`config.mk`:
```
export PLATFORM = sky130hd
export DESIGN_NAME = fifo_wr_arbiter
export DESIGN_NICKNAME = d
export VERILOG_FILES = /design/src/rtl/fifo_ctrl_pkg.sv /design/src/rtl/rr_arbiter.sv /design/src/rtl/fifo_wr_arbiter.sv
export SDC_FILE = /design/constraint.sdc
export NUM_CORES = 1
export LEC_CHECK = 0
export CAP_MARGIN = 15
export CORE_ASPECT_RATIO = 1.2
export CORE_MARGIN = 2
export CORE_UTILIZATION = 47
export DETAILED_ROUTE_END_ITERATION = 12
export PLACE_DENSITY = 0.85
export SETUP_SLACK_MARGIN = 0.3
export SYNTH_ARGS = -nofsm -noshare
export SYNTH_HDL_FRONTEND = slang
export SYNTH_SLANG_ARGS = --single-unit
```
`constraint.sdc`:
```
create_clock -name clk -period 12.5 [get_ports clk]
set_input_delay 3.75 -clock clk [delete_from_list [all_inputs] [get_ports clk]]
set_output_delay 3.75 -clock clk [all_outputs]
set_load 0.05 [all_outputs]
```
`src/rtl/fifo_ctrl_pkg.sv`:
```
// fifo_ctrl_pkg: shared constants and types for the FIFO write-arbiter controller
package fifo_ctrl_pkg;
    localparam int FIFO_DATA_W  = 4;
    localparam int FIFO_DEPTH   = 4;
    localparam int FIFO_LEVEL_W = $clog2(FIFO_DEPTH) + 1;
    typedef logic [FIFO_LEVEL_W-1:0] level_t;
endpackage

```
`src/rtl/rr_arbiter.sv`:
```
// rr_arbiter: round-robin one-hot grant, priority starts one past the last winner
module rr_arbiter
    import fifo_ctrl_pkg::*;
#(
    parameter int N = 4
) (
    input  logic         clk,
    input  logic         rstN,
    input  logic [N-1:0] req,
    input  logic         enable,
    output logic [N-1:0] gnt
);
    localparam int IW = $clog2(N);
    logic [IW-1:0] last_gnt;
    logic [IW-1:0] idx;
    logic [IW-1:0] sel;
    logic          hit;
    always_comb begin
        gnt = '0;
        sel = last_gnt;
        idx = last_gnt;
        hit = 1'b0;
        for (int k = 0; k < N; k++) begin
            idx = (idx == IW'(N - 1)) ? '0 : idx + IW'(1);
            if (rstN && enable && req[idx] && !hit) begin
                gnt[idx] = 1'b1;
                sel      = idx;
                hit      = 1'b1;
            end
        end
    end
    always_ff @(posedge clk or negedge rstN)
        if (!rstN)
            last_gnt <= IW'(N - 1);
        else if (hit)
            last_gnt <= sel;
endmodule

```
`src/rtl/fifo_wr_arbiter.sv`:
```
// fifo_wr_arbiter: round-robin write arbitration, read prefetch and level shadow
// for a shared FIFO; the only agent driving the FIFO's write and read strobes.
module fifo_wr_arbiter
    import fifo_ctrl_pkg::*;
#(
    parameter int NUM_REQ = 4,
    parameter int DATA_W  = FIFO_DATA_W,
    parameter int DEPTH   = FIFO_DEPTH
) (
    input  logic                        clk,
    input  logic                        rstN,
    input  logic [NUM_REQ-1:0]          req,
    input  logic [NUM_REQ*DATA_W-1:0]   req_data,
    output logic [NUM_REQ-1:0]          gnt,
    output logic                        pop_valid,
    input  logic                        pop_ready,
    output logic [DATA_W-1:0]           pop_data,
    output logic                        fifo_write_en,
    output logic [DATA_W-1:0]           fifo_write_data,
    output logic                        fifo_read_en,
    input  logic [DATA_W-1:0]           fifo_read_data,
    input  logic                        fifo_full,
    input  logic                        fifo_empty,
    output logic [$clog2(DEPTH):0]      level,
    output logic                        err
);
    localparam int LW = $clog2(DEPTH) + 1;
    rr_arbiter #(.N(NUM_REQ)) u_arb (
        .clk    (clk),
        .rstN   (rstN),
        .req    (req),
        .enable (!fifo_full),
        .gnt    (gnt)
    );
    always_comb begin
        fifo_write_data = '0;
        for (int i = 0; i < NUM_REQ; i++)
            fifo_write_data = fifo_write_data | (gnt[i] ? req_data[i*DATA_W +: DATA_W] : '0);
    end
    assign fifo_write_en = |gnt;
    // Refill only when the output register is empty or being drained this cycle.
    assign fifo_read_en = rstN && (!pop_valid || pop_ready) && !fifo_empty;
    always_ff @(posedge clk or negedge rstN)
        if (!rstN) begin
            pop_valid <= 1'b0;
            pop_data  <= '0;
            level     <= '0;
            err       <= 1'b0;
        end else begin
            if (fifo_read_en) begin
                pop_valid <= 1'b1;
                pop_data  <= fifo_read_data;
            end else if (pop_ready)
                pop_valid <= 1'b0;
            if (fifo_write_en != fifo_read_en)
                level <= fifo_write_en ? level + LW'(1) : level - LW'(1);
            if ((fifo_empty != (level == '0)) || (fifo_full != (level == LW'(DEPTH))))
                err <= 1'b1;
        end
endmodule

```
After elaboration in Yosys (flattened, before gate mapping)
Cells that the tools add are included.
{"block": "word_totals", "ff_bits": 11, "elab_cells": 99, "input_bits": 29}
{"block": "classes", "n_reduce_logical": 27, "n_eq_ne": 8, "n_addsub": 6, "magnitude_cmp": 8, "n_mux": 39, "bitwise": 6}
{"cell": "$mux 4", "count": 8}
{"cell": "$or 4x4->4", "count": 6}
{"cell": "$mux 2", "count": 8}
{"cell": "$logic_and 1x1->1", "count": 14}
{"cell": "$mux 1", "count": 14}
{"cell": "$lt 2x3->1 const B", "count": 4}
{"cell": "$add 2x1->2 const B", "count": 4}
{"cell": "$bmux 1 s2", "count": 4}
{"cell": "$demux 1 s2", "count": 4}
{"cell": "$eq 2x2->1 const B", "count": 4}
{"cell": "$ge 2x1->1 const B", "count": 4}
{"cell": "$logic_not 1->1", "count": 6}
{"cell": "$reduce_bool 4->1", "count": 1}
{"cell": "$reduce_or 4->1", "count": 1}
{"cell": "$add 3x1->3 const B", "count": 1}
{"cell": "$eq 3x3->1 const B", "count": 1}
{"cell": "$logic_not 3->1", "count": 1}
{"cell": "$mux 3", "count": 1}
{"cell": "$ne 1x1->1", "count": 3}
{"cell": "$sub 3x1->3 const B", "count": 1}
{"cell": "$logic_or 1x1->1", "count": 2}
{"cell": "$reduce_and 2->1", "count": 1}
{"cell": "$reduce_bool 2->1", "count": 1}

Longest topological paths before layout
{"block": "logic_depth", "depth_word": 19, "mapped_depth": 16, "ltp_nobuf": 14}

Modules after synthesis
A second synthesis with hierarchy kept.
{"block": "hier_totals", "hier_cells": 112, "hier_area_um2": 1078.5}
{"mod": "rr_arbiter", "instances": 1, "seq_area_each_um2": 52.6, "cells_per_inst": 61, "area_each_um2": 551.8}
{"mod": "fifo_wr_arbiter", "instances": 1, "seq_area_each_um2": 225.2, "cells_per_inst": 51, "area_each_um2": 526.8}

Worst setup path after synthesis
OpenSTA, ideal clock, no wires.
{"block": "synth_timing", "path_kind": "input to output", "from": "in req[2]", "to": "out fifo_write_data[0]", "arrival_time_ns": 5.698, "path_buffers": 0, "stages": 7, "required_ns": 8.750, "setup_slack_ns": 3.052, "cell_sequence": "mux2_2 nor2_1 a211oi_1 a221oi_2 inv_1 a222oi_1 nand2_1"}
{"element": "start, declared", "line_no": "fifo_wr_arbiter.sv:12", "text": "input logic [NUM_REQ-1:0] req,"}
{"element": "$bmux 1 s2", "line_no": "rr_arbiter.sv:25", "text": "if (rstN && enable && req[idx] && !hit) begin"}
{"element": "$mux 1 (implied by the code)", "line_no": "rr_arbiter.sv:25"}
{"element": "$logic_and 1x1->1", "line_no": "rr_arbiter.sv:25"}
{"element": "$mux 1", "line_no": "rr_arbiter.sv:25"}
{"element": "$logic_not 1->1", "line_no": "rr_arbiter.sv:25"}
{"element": "$logic_and 1x1->1", "line_no": "rr_arbiter.sv:25"}
{"element": "$mux 1", "line_no": "rr_arbiter.sv:25"}
{"element": "$logic_not 1->1", "line_no": "rr_arbiter.sv:25"}
{"element": "$logic_and 1x1->1", "line_no": "rr_arbiter.sv:25"}
{"element": "$mux 1", "line_no": "rr_arbiter.sv:25"}
{"element": "$logic_not 1->1", "line_no": "rr_arbiter.sv:25"}
{"element": "$logic_and 1x1->1", "line_no": "rr_arbiter.sv:25"}
{"element": "$mux 4 *", "line_no": "rr_arbiter.sv:25"}
{"element": "net gnt[2]", "line_no": "fifo_wr_arbiter.sv:14", "text": "output logic [NUM_REQ-1:0] gnt,"}
{"element": "$mux 4 *", "line_no": "fifo_wr_arbiter.sv:38", "text": "fifo_write_data = fifo_write_data | (gnt[i] ? req_data[i*DATA_W +: DATA_W] : '0);"}
{"element": "$or 4x4->4 * (2 in series)", "line_no": "fifo_wr_arbiter.sv:38"}
{"element": "end, declared", "line_no": "fifo_wr_arbiter.sv:19", "text": "output logic [DATA_W-1:0] fifo_write_data,"}
The timed path passes the listed nets; every way through them passes the cells marked *. The select of a mux whose other input is x is not followed.

Final worst setup path
{"block": "layout_timing", "from": "in rstN", "to": "out fifo_write_data[1]"}
{"block": "layout_between", "elab_chain_cells": 16}
{"element": "start, declared", "line_no": "fifo_wr_arbiter.sv:11", "text": "input logic rstN,"}
{"element": "$logic_and 1x1->1 *", "line_no": "rr_arbiter.sv:25"}
{"element": "$logic_and 1x1->1", "line_no": "rr_arbiter.sv:25"}
{"element": "$mux 1", "line_no": "rr_arbiter.sv:25"}
{"element": "$logic_not 1->1", "line_no": "rr_arbiter.sv:25"}
{"element": "$logic_and 1x1->1", "line_no": "rr_arbiter.sv:25"}
{"element": "$mux 1", "line_no": "rr_arbiter.sv:25"}
{"element": "$logic_not 1->1", "line_no": "rr_arbiter.sv:25"}
{"element": "$logic_and 1x1->1", "line_no": "rr_arbiter.sv:25"}
{"element": "$mux 1", "line_no": "rr_arbiter.sv:25"}
{"element": "$logic_not 1->1", "line_no": "rr_arbiter.sv:25"}
{"element": "$logic_and 1x1->1", "line_no": "rr_arbiter.sv:25"}
{"element": "$mux 4 *", "line_no": "rr_arbiter.sv:25"}
{"element": "$mux 4", "line_no": "fifo_wr_arbiter.sv:38"}
{"element": "$or 4x4->4 (2 in series)", "line_no": "fifo_wr_arbiter.sv:38"}
{"element": "$or 4x4->4 *", "line_no": "fifo_wr_arbiter.sv:38"}
Mark *: on every way between the ends. The rest lies on a longest branch, timed or not.

==> metrics list <==
- Result of the run: finished, final reports clean
* Pre-antenna DRT Iters: 5
- Beginning of the worst register-to-register path: u_arb.last_gnt[0]$_DFFE_PN1P_
* Layout cells sized above 1: 15.4%
* Share of async-settable or async-resettable flops after synthesis: 100%
* Number of placed I/O pins: 48
* Share of the synthesized area in the top cell type: 18.2%
* Slowest cell on crit path: sky130_fd_sc_hd__clkdlybuf4s50_1
- Most numerous cell on the critical path: sky130_fd_sc_hd__clkdlybuf4s50_1
- Arrival @ worst endpoint: 6.82 ns
* Total grt overflow: 0
* # setup viols final: 0
- Final WS setup: slightly below 2 ns
- Yosys mapped a number of flops with a built-in enable equal to 0.
- In the synthesized netlist, the number of instances is 134.
- Post-CTS repair changed the size of 0 cells.
* Count of routing violations after the opening detailed-route iteration: 29
- The number of nets handed over by synthesis was 172.
* Die Y: 60.3 um
- CTS root buf: sky130_fd_sc_hd__clkbuf_4
- Measured along the x axis, the die boundary spans 50.9 um.
* Most frequent cell after synthesis: sky130_fd_sc_hd__nand2_1
- In this run the worst hold path is classified as reg2reg.
* Via count of the first global-routing pass: 1203
- Kind of cell with the highest combined delay on the critical path: buffers and inverters
* Pre-CTS setup slack: between 1.5 and 2 ns
* Multi-input logic area: approximately 910 um2
* Warning count from the yosys run: 0
- In this run, distinct cell masters in the synthesized netlist total 47.
- Aggregate routed wire length: 3.25 mm
* Total number of vias: 1230
- STA classifies the critical path endpoint as a primary output.
- In this run the register-to-register setup slack is 8.56 ns.
- The worst hold path terminates at pop_data[2]$_DFFE_PN0P_.
- Routed wire per std cell: 15.1 um
- Final Critical Period: roughly 11 ns
- The synthesized netlist occupies a cell area of 1240 um2.
- Depth of the most critical reg-to-reg path: 14
- Among all flip-flop cells after synthesis, the most frequent one is sky130_fd_sc_hd__dfrtp_1.
- Global routing consumed, over all layers together, between 20 and 25% of the routing resources.
- End of the worst register-to-register path: level[2]$_DFFE_PN0P_
- In this run the most critical hold path is launched from pop_data[2]$_DFFE_PN0P_.
* Placer congestion estimate: 0.893
- Total of flip-flops plus latches after synthesis: 11
- In this run the static leakage power is around 0.75 nW.
- After floorplanning, the core was divided into 20 placement rows.
- Across the VDD grid, the largest voltage drop is between 0.15 and 0.2 mV.
- Port buffer count: 47
- No sink is reached through more buffers than the 2 on the longest clock path.
- In this run the number of H-tree levels came out at 1.
- For this configuration, the core starts out at a cell density of 49.1%.
- Nature of the critical path startpoint: input pin
- In the final design database the tool counted 221 nets.
- Number of placed instances, taps included: between 200 and 250
- Worst Setup Path Type: in2out
- The layout has 204 filler cells.
- The final-report max-slew violation count was 0.
- In the routed design, unresolved DRC markers number 0.
* Sum of buffers and inverters on the critical path: 3
- Antenna violations before repair: 0
- Top cells by area, synth: sky130_fd_sc_hd__dfrtp_1 (18%), sky130_fd_sc_hd__ha_1 (9.1%), sky130_fd_sc_hd__nand2_1 (5.8%)
* Sequential element share of the synthesized area: 22.4%
- From synthesis to final layout, the design area changed by 41.6%.
- Routed vias/inst: 5.72
* Clock tree from TritonCTS: yes
- Most numerous cell types in the synthesized netlist: sky130_fd_sc_hd__nand2_1 (19), sky130_fd_sc_hd__nor2_1 (11), sky130_fd_sc_hd__dfrtp_1 (9), sky130_fd_sc_hd__ha_1 (9), sky130_fd_sc_hd__inv_1 (7)
- Insertion delay to the later sink of the worst-skew pair: 0.28 ns
- Once detailed placement completed, the half-perimeter wirelength came to 2.61 mm.
- Power spread over the standard cell area amounts to 246 nW/um2.
- Worst slack on hold paths: 0.512 ns
* Maximum number of pins on one net before global-route repair: 17
* Inserted Clock Buffers: 3
* Number of antenna cells inserted: 0
- The die covers 3070 um2.
* Worst stage delay on the critical path: 0.83 ns
- Mean instance size in the synthesized netlist: between 9 and 10 um2
* Unrepaired setup endpoints after global routing: false
- After clock tree synthesis, the setup repair step added 0 buffers.
- The core region is 2530 um2.
- Final hold violation count: 0
* Critical Path Stages: 8
- The largest total area in the synthesized netlist belongs to sky130_fd_sc_hd__dfrtp_1.
- Walking the worst path, the cells encountered are clkdlybuf4s50_1 -> nand2b_1 -> a211oi_1 -> a221oi_2 -> inv_1 -> a222oi_1 -> nand2_1 -> clkdlybuf4s50_1.
- Pin slew with the least headroom to its limit: around 0.60 ns
* Final clock period utilization by the worst path: 84.6%
* Cell depth of the worst min-delay path: 1
* Setup total negative slack: 0 ns
* ANT nets after route: 0
- For this design, the sink count on the clock tree is 11.
* Setup Skew: ~0.0094 ns
- For this run, the top clock speed supported by timing is 94.6 MHz.
- Area taken by flip-flops and latches: 278 um2
* Number of standard cells in the final layout excluding fillers: 215
* Data required time at the worst endpoint: 8.75 ns
* Number of violations of the max-capacitance limit: 0
* Worst-path fanout max: 14
* Max transition margin: 59.6%
- After clock tree synthesis, the clock-pin slew on the worst setup and hold paths is 0.08 ns.
- Number of hold buffers added after CTS: 0
- The first global-routing pass estimated ~5.4 mm of wire.
[power by group]
group          internal [mW]  switching [mW]
sequential            0.0503          0.0196
clock                 0.0119          0.0128
combinational          0.135           0.202
total                  0.197           0.234
[layout make-up]
type	count	share of cell area (%)
multi-input combinational	112	51.7
timing repair buffer	47	26.8
sequential	11	15.8
tap	33	2.35
inverter	8	1.71
clock buffer	3	1.28
clock inverter	1	0.285
[flip-flops by register name (all words and copies together), names as in the netlist]
register        cells
pop_valid           1
pop_data            4
u_arb.last_gnt      2
err                 1
level               3
[worst register-to-register path, delay by kind of cell, from the launching register on]
family | cells | cell delay, ns
and+or+nand+nor | 5 | 0.85
adders and majority gates | 2 | 0.85
DFF | 1 | 0.72
xor gates and xnor gates | 2 | 0.32
AOI/OAI and AO/OA | 2 | 0.33
buffers and inverters | 1 | 0.17
muxes | 2 | 0.61
[layout by cell type, fill, tap and decap left out, drive strengths merged, types with 4 or more instances in the layout]
cell type	count
a21oi	4
clkdlybuf4s50	47
nand2b	6
dfrtp	9
mux2i	6
mux2	8
xnor2	4
a222oi	4
ha	9
o21ai	7
nor3	4
inv	8
nand2	19
nor2	12
[cell families (layout without fill, tap and decap cells)]
kind of cell             Yosys count  count (layout)  synth area share (%)
AND/OR/NAND/NOR                   49              49                  21.6
AO/OA/AOI/OAI                     35              35                  24.7
multiplexers                      14              14                  13.7
flip-flops                        11              11                  22.4
buffers and inverters             11              59                  4.34
adder cells (fa/ha/maj)            9               9                  9.08
XOR/XNOR                           5               5                  4.14
[routing by layer]
| metal | up-vias | track usage, % | share of wire, % |
|---|---|---|---|
| met5 | - | 0 | 0 |
| met4 | 0 | 9.27 | 2.2 |
| met3 | 7 | 2.00 | 4.3 |
| met2 | 41 | 40.2 | 51 |
| met1 | 587 | 27.7 | 42 |
| li1 | 595 | - | - |
[how the worst max path moves through the flow]
stage                               to  startpoint  slack (ns)
finish              fifo_write_data[1]        rstN        1.93
global route        fifo_write_data[1]        rstN        1.68
CTS                 fifo_write_data[1]        rstN        1.88
detailed placement  fifo_write_data[1]        rstN        1.90
global placement    fifo_write_data[3]        rstN        1.98
floorplan           fifo_write_data[0]      req[2]        3.05
[stage by stage]
step | cell area [um2] | util (%) | power [mW]
detailed placement | 1730 | 68.4 | 0.405
CTS | 1760 | 69.5 | 0.432
global route | 1760 | 69.5 | 0.460
finish | 1760 | 69.5 | 0.432
global placement | 1730 | 68.4 | 0.398
floorplan | 1240 | - | 0.326
No activity file was read; power rests on OpenSTA's default activity.
